**config.mk**
```make
export PLATFORM = sky130hd
export DESIGN_NAME = lab2_addsub_arbiter
export DESIGN_NICKNAME = d
export VERILOG_FILES = /design/src/rtl/lab2_addsub_pkg.sv /design/src/rtl/lab2_adder_subtractor_parametrizable.sv /design/src/rtl/lab2_addsub_arbiter.sv
export SDC_FILE = /design/constraint.sdc
export NUM_CORES = 1
export LEC_CHECK = 0
export CAP_MARGIN = 20
export CORE_UTILIZATION = 30
export CTS_CLUSTER_SIZE = 8
export DETAILED_ROUTE_END_ITERATION = 12
export GPL_TIMING_DRIVEN = 0
export PLACE_DENSITY_LB_ADDON = 0.08
export SYNTH_ARGS = -nofsm -noshare
export SYNTH_HDL_FRONTEND = slang
export SYNTH_SLANG_ARGS = --single-unit
```
**constraint.sdc**
```tcl
create_clock -name clk -period 1.8 [get_ports clk]
set_input_delay 0.45 -clock clk [delete_from_list [all_inputs] [get_ports clk]]
set_output_delay 0.45 -clock clk [all_outputs]
set_load 0.01 [all_outputs]
```
**src/rtl/lab2_addsub_pkg.sv**
```systemverilog
// Shared definitions for the lab2 add/subtract arbiter.
//   state_e    : sequencer states (IDLE, EXEC, RESP)
//   REQ0, REQ1 : requester IDs used for owner tagging and the round-robin pointer
package lab2_addsub_pkg;

    typedef enum logic [1:0] {
        IDLE = 2'd0,
        EXEC = 2'd1,
        RESP = 2'd2
    } state_e;

    localparam logic REQ0 = 1'b0;
    localparam logic REQ1 = 1'b1;

endpackage

```
**src/rtl/lab2_adder_subtractor_parametrizable.sv**
```systemverilog
// Combinational WIDTH-bit adder/subtractor.
//   a_i, b_i : operands
//   k_i      : 0 = a+b, 1 = a-b (two's complement: a + ~b + 1)
//   sum_o    : result modulo 2^WIDTH
//   cout_o   : carry-out; on subtract 1 means no borrow (a >= b unsigned)
//   ovf_o    : two's-complement signed overflow
module lab2_adder_subtractor_parametrizable #(
    parameter int unsigned WIDTH = 4
) (
    input  logic [WIDTH-1:0] a_i,
    input  logic [WIDTH-1:0] b_i,
    input  logic             k_i,
    output logic [WIDTH-1:0] sum_o,
    output logic             cout_o,
    output logic             ovf_o
);

    logic [WIDTH-1:0] beff;
    logic [WIDTH:0]   full;

    assign beff   = b_i ^ {WIDTH{k_i}};
    assign full   = {1'b0, a_i} + {1'b0, beff} + {{WIDTH{1'b0}}, k_i};
    assign sum_o  = full[WIDTH-1:0];
    assign cout_o = full[WIDTH];
    // Overflow: both effective operands share a sign that the result does not.
    assign ovf_o  = (a_i[WIDTH-1] == beff[WIDTH-1]) & (sum_o[WIDTH-1] != a_i[WIDTH-1]);

endmodule

```
**src/rtl/lab2_addsub_arbiter.sv**
```systemverilog
// Two-requester round-robin arbiter/sequencer around one shared adder/subtractor.
//   clk, rst                 : clock, synchronous active-high reset
//   reqN_valid/a/b/k         : request N handshake and operands (k: 0 add, 1 sub)
//   reqN_ready               : request N accepted this cycle (IDLE only)
//   rspN_valid/ready         : response N handshake, held until consumed
//   rspN_sum/cout/ovf        : registered result (shared registers, owner-tagged)
module lab2_addsub_arbiter
    import lab2_addsub_pkg::*;
#(
    parameter int unsigned WIDTH = 4
) (
    input  logic             clk,
    input  logic             rst,
    input  logic             req0_valid,
    input  logic [WIDTH-1:0] req0_a,
    input  logic [WIDTH-1:0] req0_b,
    input  logic             req0_k,
    output logic             req0_ready,
    output logic             rsp0_valid,
    input  logic             rsp0_ready,
    output logic [WIDTH-1:0] rsp0_sum,
    output logic             rsp0_cout,
    output logic             rsp0_ovf,
    input  logic             req1_valid,
    input  logic [WIDTH-1:0] req1_a,
    input  logic [WIDTH-1:0] req1_b,
    input  logic             req1_k,
    output logic             req1_ready,
    output logic             rsp1_valid,
    input  logic             rsp1_ready,
    output logic [WIDTH-1:0] rsp1_sum,
    output logic             rsp1_cout,
    output logic             rsp1_ovf
);

    state_e           state_q, state_d;
    logic             last_q, last_d;
    logic             owner_q, owner_d;
    logic [WIDTH-1:0] a_q, a_d, b_q, b_d;
    logic             k_q, k_d;
    logic [WIDTH-1:0] sum_q;
    logic             cout_q, ovf_q;
    logic             load_res;

    logic [WIDTH-1:0] alu_sum;
    logic             alu_cout, alu_ovf;
    logic             grant0, grant1;

    lab2_adder_subtractor_parametrizable #(.WIDTH(WIDTH)) u_addsub (
        .a_i    (a_q),
        .b_i    (b_q),
        .k_i    (k_q),
        .sum_o  (alu_sum),
        .cout_o (alu_cout),
        .ovf_o  (alu_ovf)
    );

    // On a tie the requester not served last wins.
    assign grant0 = req0_valid & (~req1_valid | (last_q == REQ1));
    assign grant1 = req1_valid & (~req0_valid | (last_q == REQ0));

    always_comb begin
        state_d    = state_q;
        last_d     = last_q;
        owner_d    = owner_q;
        a_d        = a_q;
        b_d        = b_q;
        k_d        = k_q;
        load_res   = 1'b0;
        req0_ready = 1'b0;
        req1_ready = 1'b0;
        rsp0_valid = 1'b0;
        rsp1_valid = 1'b0;
        case (state_q)
            IDLE: begin
                req0_ready = ~rst & grant0;
                req1_ready = ~rst & grant1;
                if (req0_ready | req1_ready) begin
                    owner_d = req1_ready ? REQ1 : REQ0;
                    last_d  = owner_d;
                    a_d     = req1_ready ? req1_a : req0_a;
                    b_d     = req1_ready ? req1_b : req0_b;
                    k_d     = req1_ready ? req1_k : req0_k;
                    state_d = EXEC;
                end
            end
            EXEC: begin
                load_res = 1'b1;
                state_d  = RESP;
            end
            RESP: begin
                rsp0_valid = ~rst & (owner_q == REQ0);
                rsp1_valid = ~rst & (owner_q == REQ1);
                if (((owner_q == REQ0) & rsp0_ready) | ((owner_q == REQ1) & rsp1_ready))
                    state_d = IDLE;
            end
            default: state_d = IDLE;
        endcase
    end

    always_ff @(posedge clk) begin
        if (rst) begin
            state_q <= IDLE;
            last_q  <= REQ1;
            owner_q <= REQ0;
            a_q     <= '0;
            b_q     <= '0;
            k_q     <= 1'b0;
            sum_q   <= '0;
            cout_q  <= 1'b0;
            ovf_q   <= 1'b0;
        end else begin
            state_q <= state_d;
            last_q  <= last_d;
            owner_q <= owner_d;
            a_q     <= a_d;
            b_q     <= b_d;
            k_q     <= k_d;
            if (load_res) begin
                sum_q  <= alu_sum;
                cout_q <= alu_cout;
                ovf_q  <= alu_ovf;
            end
        end
    end

    assign rsp0_sum  = sum_q;
    assign rsp0_cout = cout_q;
    assign rsp0_ovf  = ovf_q;
    assign rsp1_sum  = sum_q;
    assign rsp1_cout = cout_q;
    assign rsp1_ovf  = ovf_q;

endmodule

```
==> impl_table.tex, run 1 <==
\begin{tabular}{lr}
\hline
Metric & Value \\
\hline
\multicolumn{2}{l}{\textbf{Outcome}} \\
\quad Result of the run & completed \\
\multicolumn{2}{l}{\textbf{Setup path}} \\
\quad Cells traversed along the worst timing path & dlygate4sd2\_1 > buf\_4 > nor4bb\_1 > buf\_2 \\
\quad Data arrival time of the worst path & 1.33 ns \\
\quad Worst-case reg-to-reg path depth & 6 \\
\quad Worst reg2reg startpoint & k\_q \\
\quad Type of element launching the critical path & primary input \\
\quad Crit path capture type & primary output \\
\quad CP required & 1.35 ns \\
\quad Type of the setup path with the least slack & primary input to primary output \\
\quad Longest individual stage delay on the worst path & 0.28 ns \\
\quad CP max-delay cell & dlygate4sd2\_1 \\
\quad Launching instance or port of the critical path & rst \\
\quad Worst-path fanout max & 10 \\
\multicolumn{2}{l}{\textbf{Place}} \\
\quad Area after DPL & approximately 1500 um2 \\
\quad HPWL Detailed & between 1500 and 2000 um \\
\quad Placed Cells & 190 \\
\quad Port Buffers & 39 \\
\quad Worst slack, placed & -0.756 ns \\
\quad Placer's final routability congestion estimate & about 0.77 \\
\multicolumn{2}{l}{\textbf{Finish}} \\
\quad Net count, final & between 150 and 200 \\
\quad Most frequent cells in the layout & clkdlybuf4s50\_1 (32), buf\_4 (17), nor2\_1 (13), dfxtp\_1 (13), a211oi\_1 (12) \\
\quad Post-route standard cell area excluding fillers & 1590 um2 \\
\quad Final std cells w/o fill & approximately 200 \\
\quad Most frequent standard cell in the layout excluding fill and tap cells & clkdlybuf4s50\_1 \\
\quad Layout cell share with drive strength beyond 1 & 27.5\% \\
\quad Synth-to-Final Area Change & 55.8\% \\
\quad Antenna cell count & 0 \\
\quad Share of the core filled with cells in the final layout & around half \\
\multicolumn{2}{l}{\textbf{Global routing}} \\
\quad Via count of the first global-routing pass & 894 \\
\quad Largest net degree at the start of global routing & 12 \\
\quad GRT Total Usage & 14.4\% \\
\quad Overall overflow remaining after global route & 0 \\
\quad Antenna violations before repair & 0 \\
\quad First-pass GRT wire length & about 3800 um \\
\multicolumn{2}{l}{\textbf{Detailed routing}} \\
\quad Number of iterations in the first detailed-routing pass & 4 \\
\quad Detail-routed net length per standard cell & 11.7 um \\
\quad Count of nets left with antenna violations after detail routing & 0 \\
\quad DRC violations left & 0 \\
\quad Total wirelength of the detailed-routed design & 2380 um \\
\quad Initial detailed-routing violation count & 10 \\
\quad Routed via count divided by cell count & 4.70 \\
\quad Via Count & between 900 and 1k \\
\multicolumn{2}{l}{\textbf{Synth}} \\
\quad Most common flop cell mapped by yosys & dfxtp\_1 \\
\quad Total number of yosys warnings & 0 \\
\quad Synthesized area & 1020 um2 \\
\quad Post-Synthesis Net Count & 135 \\
\quad Share of synthesized area occupied by flip-flops and latches & 37.2\% \\
\quad EDFF count, synth & 0 \\
\quad Distinct cell type count of the synthesized netlist & 31 \\
\quad Synthesized area per cell & 9.55 um2 \\
\quad Number of storage elements in the synthesis netlist & 19 \\
\quad Share of synthesized flip-flops with an asynchronous set or reset & 0\% \\
\quad Cells after synthesis & 107 \\
\multicolumn{2}{l}{\textbf{Clocking}} \\
\quad Clock root buffer & clkbuf\_4 \\
\quad Number of H-tree levels & 1 \\
\quad Worst-case clock buffer depth & 2 \\
\quad Clock Pin Slew Worst Setup and Hold Paths & between 0.1 and 0.15 ns \\
\quad Insertion delay to the later sink of the worst-skew pair & 0.31 ns \\
\quad TritonCTS clock tree & yes \\
\quad Clock sink total & 19 \\
\quad Number of buffers created by CTS & 3 \\
\multicolumn{2}{l}{\textbf{Worst hold path}} \\
\quad WHS Path Cells & 2 \\
\quad Hold wc startpoint & rsp0\_sum[1] \\
\quad Hold/Removal Path Class & register to register \\
\multicolumn{2}{l}{\textbf{STA}} \\
\quad Final Hold Fails & 0 \\
\quad Clock skew & around 0.014 ns \\
\quad Min setup slack post-route & 0.0238 ns \\
\quad Post-route worst hold slack & 0.475 ns \\
\quad Final period utilization & a little over nine tenths \\
\quad Number of setup violations in the final report & 0 \\
\quad Worst slew margin & between 60\% and 70\% \\
\quad Max-slew violation count & 0 \\
\quad Minimum clock period & 1.78 ns \\
\quad Highest Clock Rate & 563 MHz \\
\quad RSZ-0062 raised after global routing & true \\
\quad Total negative slack for setup checks & 0 ns \\
\quad Slew at the pin closest to its max-slew limit & 0.526 ns \\
\multicolumn{2}{l}{\textbf{Power}} \\
\quad Psw & 0.353 mW \\
\quad Clock power frac & 20.1\% \\
\quad Cell-internal power & 0.787 mW \\
\quad Gate power share & 35.4\% \\
\quad Leak & 0.731 nW \\
\quad Total power & 1.14 mW \\
\quad Net switching share of the total power & between 30\% and 40\% \\
\quad Max rail drop VDD & 0.297 mV \\
\quad Pwr/cell area & 715 nW/um2 \\
\quad Sequential power share & 44.5\% \\
\multicolumn{2}{l}{\textbf{Floorplan}} \\
\quad Starting utilization of the core area & 32.4\% \\
\quad Placeable core region & 3150 um2 \\
\quad Number of placement rows & 20 \\
\quad Die Area & 3650 um2 \\
\quad I/O pins & 40 \\
\quad Die extent in x & 60.4 um \\
\quad Overall die height & roughly 60 um \\
\multicolumn{2}{l}{\textbf{Run}} \\
\quad Max capacitance violation total & 0 \\
\hline
\end{tabular}
power by group through the flow:
stage | combinational, mW | sequential (mW) | clock (mW)
detailed placement | 0.365 | 0.511 | 0
CTS | 0.390 | 0.503 | 0.231
floorplan | 0.210 | 0.511 | 0
global placement | 0.358 | 0.510 | 0
global route | 0.444 | 0.514 | 0.248
finish | 0.404 | 0.507 | 0.229
cells in the mapped netlist (2+ instances only):
cell type / instances / share of area [%]
nor2b_1: 2 / 1.2
a211oi_1: 12 / 8.8
xnor2_1: 2 / 1.7
xor2_1: 4 / 3.4
a21o_1: 2 / 1.5
buf_4: 6 / 4.4
dfxtp_1: 19 / 37
buf_2: 3 / 1.5
nor2_1: 14 / 5.1
mux2i_1: 10 / 9.8
buf_1: 2 / 0.73
ha_1: 3 / 3.7
a21oi_1: 2 / 0.98
nand2_1: 6 / 2.2
nor3_1: 4 / 2.0
state kept, by name, summed over array words and instances, names as in the netlist:
register	cells
b_q	4
rsp0_cout	1
a_q	4
k_q	1
rsp0_sum	4
owner_q	1
rsp0_ovf	1
state_q	2
last_q	1
final timing paths:
| check | slack, ns | end |
|---|---|---|
| setup / recovery | 0.02 | rsp1_valid |
| hold reg to reg | 0.48 | rsp0_sum[1] |
| setup reg to reg | 0.06 | rsp0_ovf |
| hold / removal | 0.48 | rsp0_sum[1] |
what timing repair did:
item | in CTS | in global routing
buffers inserted | 9 | 1
hold buffers | 0 | 0
resized for setup | 31 | 8
setup endpoints to repair | 5 | 8
pin swaps | 2 | 1
per-layer routing:
| metal | share of wire, % | track usage (%) |
|---|---|---|
| met1 | 46 | 17.4 |
| met2 | 46 | 23.4 |
| met3 | 4.6 | 2.77 |
| met4 | 3.2 | 9.63 |
| met5 | 0 | 0 |
kinds of logic (layout without fill, tap and decap cells):
kind of cell	after synthesis	count (layout)	synth area share, %
compound gates	22	22	17.5
simple gates	33	33	16.3
xor+xnor	6	6	5.14
fa+ha+maj	4	4	5.63
flops	19	19	37.2
buf+inv	12	65	6.98
mux	11	11	11.3
cell type report:
class                           instances  area, um2
Buffer                                 11       77.6
Clock inverter                          1       5.00
Inverter                                1       3.75
Fill cell                             317       1560
Sequential cell                        19        390
Timing Repair Buffer                   49        442
Clock buffer                            3       22.5
Multi-Input combinational cell         76        597
Tap cell                               44       55.1
worst max-delay path, delay by kind of cell:
family | cells | cell delay (ns)
and+or+nand+nor | 1 | 0.24
buffers and inverters | 3 | 0.64
No activity file was read; power rests on OpenSTA's default activity.
==> run 2, diff against run 1 <==
- CORE_UTILIZATION: 30 -> 38
==> impl_table.tex, run 2 (same netlist as run 1, synthesis figures left out) <==
\begin{tabular}{lr}
\hline
Metric & Value \\
\hline
\multicolumn{2}{l}{\textbf{Outcome}} \\
\quad Result of the run & completed \\
\multicolumn{2}{l}{\textbf{Setup path}} \\
\quad CP required & 1.35 ns (about the same) \\
\quad Worst-case reg-to-reg path depth & 6 (unchanged) \\
\quad Cells traversed along the worst timing path & dlygate4sd2\_1 > nand2\_2 > nand3\_2 > buf\_6 > nor3\_2 > buf\_2 \\
\quad Longest individual stage delay on the worst path & 0.27 ns (about the same) \\
\quad Top cell family by delay on the critical path & buffers and inverters \\
\quad Worst reg2reg startpoint & k\_q \\
\quad R2r endpoint & rsp0\_ovf \\
\quad Worst Path Buf+Inv & 3 (unchanged) \\
\quad Data arrival time of the worst path & 1.32 ns (about the same) \\
\quad Type of element launching the critical path & primary input \\
\quad Flop2flop setup slack & 0.07 ns (about the same) \\
\quad Type of the setup path with the least slack & primary input to primary output \\
\quad CP max-delay cell & dlygate4sd2\_1 \\
\quad Worst-path fanout max & 3 (-7) \\
\quad Crit path capture type & primary output \\
\multicolumn{2}{l}{\textbf{Place}} \\
\quad Placer's final routability congestion estimate & 0.734 (-4.8\%) \\
\quad HPWL Detailed & 1650 um (-0.92\%) \\
\quad Port Buffers & 39 (unchanged) \\
\multicolumn{2}{l}{\textbf{Floorplan}} \\
\quad I/O pins & 40 (unchanged) \\
\quad Die extent in x & 53.9 um (-11\%) \\
\quad Number of placement rows & 18 (-10\%) \\
\quad Placeable core region & 2500 um2 (-21\%) \\
\quad Overall die height & 53.9 um (-11\%) \\
\quad Starting utilization of the core area & 40.9\% (+8.5 points) \\
\quad Die Area & 2900 um2 (-20\%) \\
\multicolumn{2}{l}{\textbf{Global routing}} \\
\quad Overall overflow remaining after global route & 0 (unchanged) \\
\quad First-pass GRT wire length & 3740 um (-2.7\%) \\
\quad GRT Total Usage & 18.0\% (+3.5 points) \\
\quad Via count of the first global-routing pass & 828 (-7.4\%) \\
\quad Antenna violations before repair & 0 (unchanged) \\
\quad Largest net degree at the start of global routing & 11 (-1) \\
\multicolumn{2}{l}{\textbf{Detailed routing}} \\
\quad DRC violations left & 0 (unchanged) \\
\quad Routed via count divided by cell count & 4.97 (+5.9\%) \\
\quad Total wirelength of the detailed-routed design & 2440 um (+2.6\%) \\
\quad Count of nets left with antenna violations after detail routing & 0 (unchanged) \\
\quad Number of iterations in the first detailed-routing pass & 4 (unchanged) \\
\quad Detail-routed net length per standard cell & 12.7 um (+9.0\%) \\
\quad Via Count & 955 (-0.31\%) \\
\quad Initial detailed-routing violation count & 10 (unchanged) \\
\multicolumn{2}{l}{\textbf{Finish}} \\
\quad Net count, final & 191 (+1.1\%) \\
\quad Antenna cell count & 0 (unchanged) \\
\quad Most frequent cells in the layout & clkdlybuf4s50\_1 (32), buf\_4 (18), dfxtp\_1 (15) \\
\quad Synth-to-Final Area Change & 56.8\% \\
\quad Most frequent standard cell in the layout excluding fill and tap cells & clkdlybuf4s50\_1 \\
\quad Layout cell share with drive strength beyond 1 & 27.8\% (+0.28 points) \\
\quad Share of the core filled with cells in the final layout & 64.1\% (+14 points) \\
\multicolumn{2}{l}{\textbf{Worst hold path}} \\
\quad Hold/Removal Path Class & register to register \\
\quad Hold wc startpoint & rsp0\_sum[1] \\
\quad WHS Path Cells & 2 (unchanged) \\
\quad Destination of the worst hold path & rsp0\_sum[1] \\
\multicolumn{2}{l}{\textbf{STA}} \\
\quad Minimum clock period & 1.77 ns (-0.00891 ns) \\
\quad Max-slew violation count & 0 (unchanged) \\
\quad Highest Clock Rate & 566 MHz (+0.50\%) \\
\quad Worst slew margin & 66.7\% (+1.8 points) \\
\quad Total negative slack for setup checks & 0 ns (unchanged) \\
\quad Final Hold Fails & 0 (unchanged) \\
\quad Number of setup violations in the final report & 0 (unchanged) \\
\quad Post-route worst hold slack & 0.478 ns (+0.00286 ns) \\
\quad Final period utilization & 98.2\% (-0.50 points) \\
\quad Slew at the pin closest to its max-slew limit & 0.499 ns (-0.0275 ns) \\
\quad Clock skew & 0.00701 ns (-0.00650 ns) \\
\quad RSZ-0062 raised after global routing & false \\
\multicolumn{2}{l}{\textbf{Clocking}} \\
\quad Worst-case clock buffer depth & 2 (unchanged) \\
\quad Clock root buffer & clkbuf\_4 \\
\quad Number of H-tree levels & 1 (unchanged) \\
\quad Clock sink total & 19 (unchanged) \\
\quad CTS Hold Buffers Added & 0 (unchanged) \\
\quad TritonCTS clock tree & yes \\
\quad Insertion delay to the later sink of the worst-skew pair & 0.29 ns (-0.02 ns) \\
\quad Number of buffers created by CTS & 3 (unchanged) \\
\quad Clock Pin Slew Worst Setup and Hold Paths & 0.10 ns (about the same) \\
\multicolumn{2}{l}{\textbf{Power}} \\
\quad Max rail drop VDD & 0.586 mV (+97\%) \\
\quad Pwr/cell area & 706 nW/um2 (-1.3\%) \\
\quad Leak & 0.741 nW (+1.4\%) \\
\quad Total power & 1.13 mW (-0.70\%) \\
\multicolumn{2}{l}{\textbf{Run}} \\
\quad Max capacitance violation total & 0 (unchanged) \\
\hline
\end{tabular}
[run 2: metrics by stage]
| step | setup WS, ns | area, um2 | std cells |
|---|---|---|---|
| after CTS | 0.0145 | 1570 | 191 |
| final | 0.0327 | 1600 | 192 |
| after floorplan | 0.112 | 1020 | 107 |
| after detailed placement | -0.814 | 1450 | 176 |
| after global placement | -0.745 | 1450 | 176 |
| after global routing | 0.00458 | 1600 | 192 |
[run 2: how the worst max path moves through the flow]
stage,start,end,slack (ns),cells past startpoint
after floorplan,k_q,rsp0_ovf,0.11,6
after global placement,rst,req1_ready,-0.75,6
after detailed placement,rst,req1_ready,-0.81,6
after CTS,rst,rsp1_valid,0.01,4
after global routing,req0_valid,req1_ready,0.005,6
final,req0_valid,req1_ready,0.03,6
[run 2: cell type report]
class	instances	area (um2)
Fill cell	224	897
Inverter	1	3.75
Multi-Input combinational cell	76	611
Timing Repair Buffer	51	453
Tap cell	30	37.5
Sequential cell	19	390
Clock buffer	4	26.3
Buffer	11	81.3
[run 2: power by group]
group	internal (mW)	total [mW]	switching [mW]
registers	0.464	0.509	0.0450
logic	0.241	0.408	0.166
clock network	0.0861	0.215	0.129
total	0.792	1.13	0.340
[run 2: what timing repair did]
action | in CTS | in global routing
setup endpoints to repair | 5 | 7
pin swaps | 2 | 2
resized for setup | 35 | 8
buffers inserted | 11 | 1
cloned | 0 | 0
[run 2: worst reg2reg max path: cells and delay by family, from the launching register on]
family                   cells  cell delay (ns)
flip-flops                   1             0.38
AO/OA/AOI/OAI                3             0.60
adder cells (fa/ha/maj)      1             0.35
XOR/XNOR                     2             0.30
[run 2: routing by layer]
layer | share of wire, % | global-route usage [%]
met5 | 0 | 0
met2 | 50 | 29.6
met1 | 44 | 22.8
met4 | 0.61 | 7.89
met3 | 4.5 | 2.82
==> run 3, diff against run 2 <==
- GPL_TIMING_DRIVEN: 0 -> not set
==> impl_table.tex, run 3 (same netlist as run 1, synthesis figures left out) <==
\begin{tabular}{lr}
\hline
Metric & Value \\
\hline
\multicolumn{2}{l}{\textbf{Finish}} \\
\quad Post-route standard cell area excluding fillers & 1500 um2 (-6.4\%) \\
\quad Most frequent standard cell in the layout excluding fill and tap cells & clkdlybuf4s50\_1 \\
\quad Layout cell share with drive strength beyond 1 & 18.7\% (-9.1 points) \\
\quad Filler Cell Count & 226 (+0.89\%) \\
\quad Antenna cell count & 0 (unchanged) \\
\quad Synth-to-Final Area Change & 46.8\% \\
\quad Final std cells w/o fill & 180 (-6.3\%) \\
\quad Most frequent cells in the layout & clkdlybuf4s50\_1 (32), dfxtp\_1 (15), nor2\_1 (13) \\
\quad Share of the core filled with cells in the final layout & 60.0\% (-4.1 points) \\
\quad Net count, final & 179 (-6.3\%) \\
\multicolumn{2}{l}{\textbf{Clocking}} \\
\quad Clock root buffer & clkbuf\_4 \\
\quad Insertion delay to the later sink of the worst-skew pair & 0.30 ns (about the same) \\
\quad Number of buffers inserted by post-CTS setup repair & 0 (-11) \\
\quad Clock sink total & 19 (unchanged) \\
\quad Clock Pin Slew Worst Setup and Hold Paths & 0.11 ns (about the same) \\
\quad TritonCTS clock tree & yes \\
\quad Number of buffers created by CTS & 3 (unchanged) \\
\quad Number of H-tree levels & 1 (unchanged) \\
\quad Worst-case clock buffer depth & 2 (unchanged) \\
\multicolumn{2}{l}{\textbf{Detailed routing}} \\
\quad Total wirelength of the detailed-routed design & 2100 um (-14\%) \\
\quad Count of nets left with antenna violations after detail routing & 0 (unchanged) \\
\quad Routed via count divided by cell count & 4.98 (+0.19\%) \\
\quad Via Count & 897 (-6.1\%) \\
\quad DRC violations left & 0 (unchanged) \\
\quad Number of iterations in the first detailed-routing pass & 4 (unchanged) \\
\quad Initial detailed-routing violation count & 3 (-7) \\
\quad Detail-routed net length per standard cell & 11.7 um (-8.2\%) \\
\multicolumn{2}{l}{\textbf{STA}} \\
\quad Total negative slack for setup checks & 0 ns (unchanged) \\
\quad Number of setup violations in the final report & 0 (unchanged) \\
\quad Min setup slack post-route & 0.0709 ns (+0.0381 ns) \\
\quad Post-route worst hold slack & 0.485 ns (+0.00675 ns) \\
\quad Highest Clock Rate & 578 MHz (+2.2\%) \\
\quad Slew at the pin closest to its max-slew limit & 0.408 ns (-0.0908 ns) \\
\quad Clock skew & 0.0123 ns (+0.00527 ns) \\
\quad Final Hold Fails & 0 (unchanged) \\
\quad Final period utilization & 96.1\% (-2.1 points) \\
\quad RSZ-0062 raised after global routing & false \\
\quad Worst slew margin & 72.7\% (+6.0 points) \\
\quad Minimum clock period & 1.73 ns (-0.0381 ns) \\
\quad Max-slew violation count & 0 (unchanged) \\
\multicolumn{2}{l}{\textbf{Floorplan}} \\
\quad Number of placement rows & 18 (unchanged) \\
\quad Placeable core region & 2500 um2 (unchanged) \\
\quad Die Area & 2900 um2 (unchanged) \\
\quad I/O pins & 40 (unchanged) \\
\quad Die extent in x & 53.9 um (unchanged) \\
\quad Starting utilization of the core area & 40.9\% (unchanged) \\
\quad Overall die height & 53.9 um (unchanged) \\
\multicolumn{2}{l}{\textbf{Setup path}} \\
\quad CP required & 1.35 ns (about the same) \\
\quad Data arrival time of the worst path & 1.28 ns (-0.04 ns) \\
\quad Worst-path fanout max & 5 (+2) \\
\quad Crit path capture type & primary output \\
\quad Flop2flop setup slack & 0.12 ns (+0.05 ns) \\
\quad Type of the setup path with the least slack & primary input to primary output \\
\quad Type of element launching the critical path & primary input \\
\multicolumn{2}{l}{\textbf{Power}} \\
\quad Leak & 0.680 nW (-8.2\%) \\
\quad Max rail drop VDD & 0.432 mV (-26\%) \\
\quad Total power & 1.09 mW (-3.3\%) \\
\quad Pwr/cell area & 729 nW/um2 (+3.3\%) \\
\multicolumn{2}{l}{\textbf{Global routing}} \\
\quad Largest net degree at the start of global routing & 20 (+9) \\
\quad Via count of the first global-routing pass & 847 (+2.3\%) \\
\quad First-pass GRT wire length & 3570 um (-4.6\%) \\
\quad Overall overflow remaining after global route & 0 (unchanged) \\
\quad Antenna violations before repair & 0 (unchanged) \\
\quad GRT Total Usage & 16.8\% (-1.1 points) \\
\multicolumn{2}{l}{\textbf{Run}} \\
\quad Max capacitance violation total & 0 (unchanged) \\
\multicolumn{2}{l}{\textbf{Place}} \\
\quad Area after DPL & 1480 um2 (+1.9\%) \\
\quad Placed Cells & 176 (unchanged) \\
\quad Placer's final routability congestion estimate & 0.694 (-5.5\%) \\
\quad Worst slack, placed & -0.530 ns (+0.284 ns) \\
\quad Port Buffers & 39 (unchanged) \\
\multicolumn{2}{l}{\textbf{Outcome}} \\
\quad Result of the run & completed \\
\multicolumn{2}{l}{\textbf{Worst hold path}} \\
\quad Hold/Removal Path Class & register to register \\
\hline
\end{tabular}
==> run 3: changes by cell type in the layout (fill, tap and decap cells not counted), sizes merged <==
cell,change
dlygate4sd2,+1
clkdlybuf4s15,+1
clkbuf,-1
buf,-14
clkinv,+1
==> run 3: worst max-delay path: stages <==
cell	delay, ns
dlygate4sd2_1	0.30
nor4b_2	0.24
clkdlybuf4s15_1	0.29
==> run 3: final cells by class <==
type / instances / area [um2] / area share (%)
sequential: 19 / 385 / 25.7
multi-input combinational: 76 / 579 / 38.6
clock inverter: 1 / 5.00 / 0.334
clock buffer: 3 / 22.5 / 1.50
tap: 30 / 37.5 / 2.50
inverter: 1 / 3.75 / 0.250
timing repair buffer: 50 / 467 / 31.1
==> run 3: routing by layer <==
metal | routed length (um) | up-vias | part of all wire, % | track usage, %
met1 | 1000 | 406 | 48 | 21.9
li1 | - | 466 | - | -
met4 | 15 | 0 | 0.71 | 5.26
met3 | 81 | 2 | 3.9 | 2.54
met2 | 1000 | 23 | 48 | 28.2
met5 | 0 | - | 0 | 0
==> run 3: path summary, 6_finish.rpt <==
path	from	depth (start not counted)	end
max	rst	3	rsp0_valid
min	rsp0_sum[1]	2	rsp0_sum[1]
min reg2reg	rsp0_sum[1]	2	rsp0_sum[1]
max reg2reg	k_q	6	rsp0_ovf
==> run 3: power breakdown <==
| group | internal [mW] | switching, mW |
|---|---|---|
| combinational | 0.217 | 0.152 |
| sequential | 0.465 | 0.0385 |
| clock | 0.0826 | 0.139 |
| total | 0.765 | 0.330 |
==> run 3: what timing repair did <==
action                                  CTS  global route
endpoints found under the hold margin     0             0
gates cloned                              0             0
hold buffers                              0             0
pin swaps                                 1             1
resized for setup                        14             9
endpoints found under the setup margin    4             5
